[config.mk]
export PLATFORM = sky130hd
export DESIGN_NAME = efuse_pgm_seq_flat
export DESIGN_NICKNAME = d
export VERILOG_FILES = /design/src/rtl/efuse_pkg.sv /design/src/rtl/efuse_pgm_seq_if.sv /design/src/rtl/efuse_pgm_seq.sv /design/src/flat_wrapper.sv
export SDC_FILE = /design/constraint.sdc
export NUM_CORES = 1
export LEC_CHECK = 0
export CORE_MARGIN = 5
export CORE_UTILIZATION = 40
export CTS_BUF_LIST = sky130_fd_sc_hd__clkbuf_8
export DETAILED_ROUTE_END_ITERATION = 16
export PLACE_DENSITY = 0.67
export SLEW_MARGIN = 20
export SYNTH_ARGS = -nofsm -noshare
export SYNTH_HDL_FRONTEND = slang
export SYNTH_SLANG_ARGS = --single-unit
[constraint.sdc]
create_clock -name clk -period 3.25 [get_ports clk]
set_input_delay 0.65 -clock clk [delete_from_list [all_inputs] [get_ports clk]]
set_output_delay 0.65 -clock clk [all_outputs]
set_load 0.03 [all_outputs]
[src/rtl/efuse_pkg.sv]
// Shared eFuse definitions: program-sequencer state encoding and array constants
// common to the sequencer and the write engine.
package efuse_pkg;

    localparam int unsigned EFUSE_BITS = 256;
    localparam int unsigned EFUSE_TCLR = 14;

    typedef enum logic [2:0] {
        StIdle,
        StScan,
        StIssue,
        StWaitAck,
        StWaitDone,
        StFinish
    } pgm_state_t;

endpackage

[src/rtl/efuse_pgm_seq_if.sv]
// Job interface between the program sequencer (master) and the eFuse write engine (slave).
interface efuse_pgm_seq_if #(
    parameter int unsigned NW   = 64,
    parameter int unsigned WSEL = efuse_pkg::EFUSE_BITS / NW
);
    localparam int unsigned SW = (WSEL > 1) ? $clog2(WSEL) : 1;

    logic          wr_start;
    logic [SW-1:0] wr_sel;
    logic [NW-1:0] wr_data;
    logic          wr_busy;
    logic          wr_done;

    modport master (
        output wr_start,
        output wr_sel,
        output wr_data,
        input  wr_busy,
        input  wr_done
    );

    modport slave (
        input  wr_start,
        input  wr_sel,
        input  wr_data,
        output wr_busy,
        output wr_done
    );

endinterface

[src/rtl/efuse_pgm_seq.sv]
// eFuse program sequencer: splits a 256-bit image into NW-bit chunks, skips zero chunks and
// runs one write-engine job per remaining chunk under a per-chunk watchdog.
module efuse_pgm_seq
    import efuse_pkg::*;
#(
    parameter int unsigned NW   = 64,
    parameter int unsigned WSEL = EFUSE_BITS / NW
) (
    input  logic                  clk,
    input  logic                  rst,
    input  logic                  pgm_req,
    input  logic [EFUSE_BITS-1:0] pgm_data,
    input  logic [15:0]           rg_pgm_tmo,
    output logic                  pgm_busy,
    output logic                  pgm_done,
    output logic                  pgm_err,
    efuse_pgm_seq_if.master       wr_if
);
    localparam int unsigned SW = (WSEL > 1) ? $clog2(WSEL) : 1;
    localparam int unsigned IW = SW + 1;

    pgm_state_t            state;
    logic [EFUSE_BITS-1:0] data_q;
    logic [IW-1:0]         idx;
    logic [15:0]           tmo_cnt;
    logic [NW-1:0]         chunk;
    logic                  tmo_hit;
    logic                  last_idx;

    always_comb begin
        chunk    = data_q[NW*int'(idx[SW-1:0]) +: NW];
        last_idx = (idx == IW'(WSEL));
        // Counter was cleared in ISSUE, so the limit expires after exactly rg_pgm_tmo wait cycles
        tmo_hit  = (rg_pgm_tmo != 16'd0) && (tmo_cnt == rg_pgm_tmo - 16'd1);
    end

    always_ff @(posedge clk) begin
        if (rst) begin
            state          <= StIdle;
            data_q         <= '0;
            idx            <= '0;
            tmo_cnt        <= '0;
            pgm_busy       <= 1'b0;
            pgm_done       <= 1'b0;
            pgm_err        <= 1'b0;
            wr_if.wr_start <= 1'b0;
            wr_if.wr_sel   <= '0;
            wr_if.wr_data  <= '0;
        end else begin
            pgm_done       <= 1'b0;
            wr_if.wr_start <= 1'b0;
            unique case (state)
                StIdle: begin
                    if (pgm_req) begin
                        data_q   <= pgm_data;
                        idx      <= '0;
                        pgm_err  <= 1'b0;
                        pgm_busy <= 1'b1;
                        state    <= StScan;
                    end
                end
                StScan: begin
                    if (last_idx) begin
                        pgm_done <= 1'b1;
                        state    <= StFinish;
                    end else if (chunk == '0) begin
                        idx <= idx + IW'(1);
                    end else if (!wr_if.wr_busy) begin
                        wr_if.wr_sel   <= idx[SW-1:0];
                        wr_if.wr_data  <= chunk;
                        wr_if.wr_start <= 1'b1;
                        state          <= StIssue;
                    end
                end
                StIssue: begin
                    tmo_cnt <= '0;
                    state   <= StWaitAck;
                end
                StWaitAck: begin
                    tmo_cnt <= tmo_cnt + 16'd1;
                    if (wr_if.wr_busy) begin
                        state <= StWaitDone;
                    end else if (tmo_hit) begin
                        pgm_err  <= 1'b1;
                        pgm_done <= 1'b1;
                        state    <= StFinish;
                    end
                end
                StWaitDone: begin
                    tmo_cnt <= tmo_cnt + 16'd1;
                    if (!wr_if.wr_busy && wr_if.wr_done) begin
                        idx   <= idx + IW'(1);
                        state <= StScan;
                    end else if (tmo_hit) begin
                        // Remaining chunks are abandoned on a hung engine
                        pgm_err  <= 1'b1;
                        pgm_done <= 1'b1;
                        state    <= StFinish;
                    end
                end
                StFinish: begin
                    pgm_busy <= 1'b0;
                    state    <= StIdle;
                end
                default: begin
                    pgm_busy <= 1'b0;
                    state    <= StIdle;
                end
            endcase
        end
    end

endmodule

[src/flat_wrapper.sv]
// flat-port wrapper written by rule: the top's interface ports become plain ports
module efuse_pgm_seq_flat import efuse_pkg::*;
#(
    parameter int unsigned NW   = 64,
    parameter int unsigned WSEL = EFUSE_BITS / NW
)
  (clk, rst, pgm_req, pgm_data, rg_pgm_tmo, pgm_busy, pgm_done, pgm_err, wr_if_wr_start, wr_if_wr_sel, wr_if_wr_data, wr_if_wr_busy, wr_if_wr_done);
  efuse_pgm_seq_if #(.NW(NW), .WSEL(WSEL)) wr_if_i ();
  input  logic clk;
  input  logic rst;
  input  logic pgm_req;
  input  logic [EFUSE_BITS-1:0] pgm_data;
  input  logic [15:0] rg_pgm_tmo;
  output logic pgm_busy;
  output logic pgm_done;
  output logic pgm_err;
  output wire logic [$bits(wr_if_i.wr_start)-1:0] wr_if_wr_start;
  output wire logic [$bits(wr_if_i.wr_sel)-1:0] wr_if_wr_sel;
  output wire logic [$bits(wr_if_i.wr_data)-1:0] wr_if_wr_data;
  input wire logic [$bits(wr_if_i.wr_busy)-1:0] wr_if_wr_busy;
  input wire logic [$bits(wr_if_i.wr_done)-1:0] wr_if_wr_done;
  assign wr_if_wr_start = wr_if_i.wr_start;
  assign wr_if_wr_sel = wr_if_i.wr_sel;
  assign wr_if_wr_data = wr_if_i.wr_data;
  assign wr_if_i.wr_busy = wr_if_wr_busy;
  assign wr_if_i.wr_done = wr_if_wr_done;
  efuse_pgm_seq #(.NW(NW), .WSEL(WSEL)) u_core (.clk(clk), .rst(rst), .pgm_req(pgm_req), .pgm_data(pgm_data), .rg_pgm_tmo(rg_pgm_tmo), .pgm_busy(pgm_busy), .pgm_done(pgm_done), .pgm_err(pgm_err), .wr_if(wr_if_i));
endmodule
Word-level counts from Yosys, hierarchy flattened:

Index checks and enable logic that the tools add are counted.

* flip-flop bits (word level): 348
* output and inout bits: 70

* add/subtract/negate cells: 3
* eq/ne operators: 14
* shift-type cells: 1
* muxes and demuxes: 27
* bitwise operators: 5
* reductions and logical operators: 18

Operators with widths (count)
* $shiftx 256x9->64: 1
* $logic_not 64->1: 1
* $mux 3: 11
* $pmux 16 s2: 1
* $add 16x1->16 const B: 1
* $eq 16x16->1: 1
* $reduce_bool 16->1: 1
* $sub 16x1->16 const B: 1
* $pmux 3 s5: 1
* $mux 1: 10
* $pmux 3 s3: 1
* $ne 2x2->1 const B: 4
* $reduce_and 4->1: 2
* $reduce_or 4->1: 2
* $eq 3x2->1 const B: 2
* $eq 3x3->1 const B: 2
* $ne 3x2->1 const B: 2
* $pmux 1 s3: 2
* $reduce_bool 3->1: 2
* $not 1->1: 5
* $reduce_and 5->1: 1
* $ne 2x1->1 const B: 2
* $reduce_and 2->1: 2
* $add 3x1->3 const B: 1
* 8 further kinds: 9

Longest topological paths before layout:

* depth in word-level cells: 6
* mapped depth: 11
* gate-level depth less buffers: 9

Worst setup path after synthesis:

Ideal clock, no wire load.

* path kind: input to register
* start point: input rg_pgm_tmo[0]
* end point: register u_core.state[2]
* setup time: 86 ps
* arrival time: 2931 ps
* path slack: 234 ps
* cell stages on the path: 9
* path through: clkbuf_1 inv_1 ha_1 or4b_2 a211oi_1 o22ai_1 a2111o_1 or2_2 a211oi_1

* word-level cells in the longest chain between the ends: 6

Ends and longest elaborated chain
* start, declared: RTL line flat_wrapper.sv:13 `input logic [15:0] rg_pgm_tmo;`
* $sub 16x1->16: RTL line efuse_pgm_seq.sv:34 `tmo_hit = (rg_pgm_tmo != 16'd0) && (tmo_cnt == rg_pgm_tmo - 16'd1);`
* $eq 16x16->1: RTL line efuse_pgm_seq.sv:34
* $logic_and 1x1->1 *: RTL line efuse_pgm_seq.sv:34
* $mux 3 *
* $mux 3 (on tied branches)
* $pmux 3 s5 *
* end signal, assigned: RTL line efuse_pgm_seq.sv:39 `state <= StIdle;`
* end signal, assigned: RTL line efuse_pgm_seq.sv:59 `state <= StScan;`
* end signal, assigned: RTL line efuse_pgm_seq.sv:65 `state <= StFinish;`
* end, declared: RTL line efuse_pgm_seq.sv:22 `pgm_state_t state;`

Mark *: on every way between the ends. The rest lies on a longest branch, timed or not.
A chain may end at the register's enable or synchronous reset.

Worst setup path in the final report:

* start point: register u_core.idx[0]
* end point: register u_core.wr_if.wr_data[63]

* word-level cells in the longest chain between the ends: 4

Ends and longest elaborated chain
* start, declared: RTL line efuse_pgm_seq.sv:24 `logic [IW-1:0] idx;`
* start signal, assigned: RTL line efuse_pgm_seq.sv:67 `idx <= idx + IW'(1);`
* start signal, assigned: RTL line efuse_pgm_seq.sv:92 `idx <= idx + IW'(1);`
* $shiftx 256x9->64: RTL line efuse_pgm_seq.sv:31 `chunk = data_q[NW*int'(idx[SW-1:0]) +: NW];`
* $logic_not 64->1: RTL line efuse_pgm_seq.sv:66 `end else if (chunk == '0) begin`
* $not 1->1 (no line)
* $reduce_and 4->1 (no line)
* end signal, assigned: RTL line efuse_pgm_seq.sv:70 `wr_if.wr_data <= chunk;`
* end, declared: RTL line efuse_pgm_seq_if.sv:17 `output wr_data,`

Parallel ways exist; a longest one is shown, timed or not.

==> results.json <==
{
  "synthFlopType": "dfxtp_1",
  "synthTopCellsByArea": "dfxtp_1, nand2_1, mux4_2",
  "multi_input_area_mm2": 0.00712,
  "synth-edff-count": 0,
  "fill_cells": 3326,
  "worstMarginPinSlew_ns": 0.708,
  "critPathMaxFanout": 25,
  "syn_nets": 1964,
  "worstPathArrival_ns": 3.57,
  "synthCells": 1683,
  "postLayoutCoreUtil_pct": 55.0,
  "max_cap_viol_count": 0,
  "holdBufCountCts": 0,
  "clockRootBuffer": "clkbuf_8",
  "drt_wl_total_um": 47400,
  "worstSetupPathType": "flip-flop to flip-flop",
  "drc_errors": 0,
  "grt_pass1_vias": 13000,
  "slowest_stage": "mux4_2",
  "synth.yosys.seq_area_share_pct": 47.7,
  "required_ns": 3.68,
  "clockBufferDepth": 3,
  "place_hpwl_um": 34500,
  "die-area_mm2": 0.0404,
  "vias": 13100,
  "via_per_inst": 5.20,
  "netlist_area_mm2": 0.0146,
  "crit_chain": "buf_12 > mux4_2 > nor4_1 > nand4_1 > nor4_4 > buf_4 > nor3_2 > buf_4 > mux2i_1 > nor2_1",
  "antenna_found_initial": 8,
  "grt_max_degree": 137,
  "drv_slew": 0,
  "status": "completed",
  "swShare_pct": 29.1,
  "ys_ff_latch": 348,
  "clock-sinks": 348,
  "hp-class": "flip-flop to flip-flop",
  "io_buffers": 346,
  "core_area_mm2": 0.0363,
  "finalCritPeriodShare_pct": 96.6,
  "clk_pin_slew_ns": 0.07,
  "synthMuxAreaShare_pct": 15.2,
  "layout.area.seq_mm2": 0.00697,
  "cp-end-kind": "flip-flop",
  "synth_top_area_cell": "dfxtp_1",
  "async_flop_share_pct": 0,
  "die_x_um": 201,
  "synth_compound_area_share_pct": 10.8,
  "design_area_mm2": 0.0200,
  "synth_commonest_cells": "nand2_1, dfxtp_1, a21oi_1, clkbuf_1, nor2_1",
  "rsz0062_at_grt": "false",
  "cpMostUsedCell": "buf_4",
  "fin_skew_ns": 0.0398,
  "drt_iter0_markers": 928,
  "wl_per_cell_um": 18.8,
  "clock_power_share_pct": 36.4,
  "final_nets": 2288,
  "yosysWarnings": 0,
  "synth_top_area_share_pct": 47.7,
  "synth_xor_area_share_pct": 1.65,
  "setup_tns_ns": 0,
  "synth_most_common_cell": "nand2_1",
  "cts_made_buffers": 58,
  "placed_area_mm2": 0.0187,
  "peakVddDrop_mv": 0.304,
  "synth_top_family_by_area": "simple AND/OR/NAND/NOR gates",
  "hold_violations": 0,
  "cpPeakStageDelay_ns": 0.62,
  "seqPwrFrac_pct": 42.3,
  "io_pins": 347,
  "period_minus_slack_ns": 3.14,
  "first_pass_iters": 5,
  "grt_first_pass_wirelength_um": 72900,
  "start_kind": "flip-flop",
  "fin_cells": 2524,
  "p_leak_nw": 7.22,
  "yosys.area_share.simple_pct": 20.5,
  "routabilityCongestion": 0.876,
  "netSwitchingPower_w": 0.00335,
  "htreeDepth": 2,
  "syn_avg_cell_area_um2": 8.68,
  "clock_latency_ns": 0.61,
  "grt_overflow_total": 0,
  "synthAdderAreaFrac_pct": 0.343,
  "grt.total_usage_pct": 22.5,
  "finalSetupViolCount": 0,
  "dp_cells": 2414,
  "maxSlewHeadroom_pct": 52.8,
  "p_per_area_mw_per_mm2": 576,
  "yosysUniqueCellTypes": 51,
  "p_int_w": 0.00815,
  "pwr-share-comb_pct": 21.4,
  "placementRows": 70,
  "drive_gt1_share_pct": 10.8,
  "postRouteAntennaNets": 0,
  "fmax_mhz": 319,
  "area_growth_pct": 36.8,
  "fp.dieH_um": 201,
  "cts_tree": "yes",
  "start_util_pct": 40.2
}
worst max-delay path, delay by kind of cell, from the launching register on:
kind | cells | cell delay [ns]
AND/OR/NAND/NOR | 5 | 1.11
buffers and inverters | 3 | 0.60
multiplexers | 2 | 0.81
flip-flops | 1 | 0.41
what timing repair did:
action                                 CTS  global route
setup buffers                            0             1
pin swaps                                0             1
setup endpoints to repair               30            66
resized for setup                        2             1
endpoints found under the hold margin    0             0
cells by family after synthesis:
group,Yosys count
simple gates,727
fa+ha+maj,4
buf+inv,137
xor+xnor,26
compound gates,300
mux,141
flops,348
registers in the layout, summed over array words and instances (netlist names):
signal / cells
u_core.wr_if.wr_sel: 2
u_core.wr_if.wr_start: 1
u_core.state: 3
u_core.pgm_busy: 1
u_core.data_q: 256
u_core.wr_if.wr_data: 64
u_core.tmo_cnt: 16
u_core.idx: 3
u_core.pgm_err: 1
u_core.pgm_done: 1
layer usage:
metal	GRT usage [%]	routed length [um]
met3	7.11	4140
met1	28.5	19500
met2	36.5	22300
met4	7.30	1320
met5	0	29
power by group through the flow:
stage / clock network (W) / logic [W] / registers, W
after detailed placement: 0 / 0.00247 / 0.00495
final: 0.00418 / 0.00246 / 0.00486
after CTS: 0.00426 / 0.00248 / 0.00486
after global placement: 0 / 0.00243 / 0.00493
after global routing: 0.00448 / 0.00269 / 0.00490
after floorplan: 0 / 0.00146 / 0.00493
final cells by class:
| cell class | count | share of cell area [%] |
|---|---|---|
| multi-input combinational | 1198 | 35.6 |
| sequential | 348 | 34.9 |
| timing repair buffer | 390 | 19.8 |
| clock buffer | 79 | 5.44 |
| tap | 468 | 2.93 |
| clock inverter | 25 | 0.996 |
| inverter | 11 | 0.207 |
| antenna | 5 | 0.0626 |
through the flow:
stage               total power, W  setup WS (ns)  hold slack, ns
floorplan                  0.00639          0.234           0.433
global placement           0.00736        -0.0841           0.439
detailed placement         0.00742         -0.179           0.443
CTS                         0.0116         0.0376           0.451
global route                0.0121         0.0191           0.462
finish                      0.0115          0.112           0.449
final timing paths:
path	start	to	slack (ns)	cells after the start
max	u_core.idx[0]	u_core.wr_if.wr_data[63]	0.11	10
min reg2reg	u_core.data_q[145]	u_core.data_q[145]	0.45	2
min	u_core.data_q[145]	u_core.data_q[145]	0.45	2
max reg2reg	u_core.idx[0]	u_core.wr_if.wr_data[63]	0.11	10
placed cells by master (no fill, tap or decap), types with 8 or more instances in the layout:
cell type,Yosys,final
xor2_1,8,8
xnor2_1,17,17
nor4_1,23,21
mux2i_1,72,72
mux4_2,64,64
nor3_1,10,9
nand3_1,12,11
nor2_1,99,98
nand2_1,534,534
o21ai_0,8,8
nand4_1,13,13
buf_4,2,31
dfxtp_1,348,346
clkdlybuf4s50_1,0,345
buf_12,0,13
inv_1,10,25
clkbuf_8,0,79
a21oi_1,268,268
Note: power is estimated with default switching activity, not from simulation.
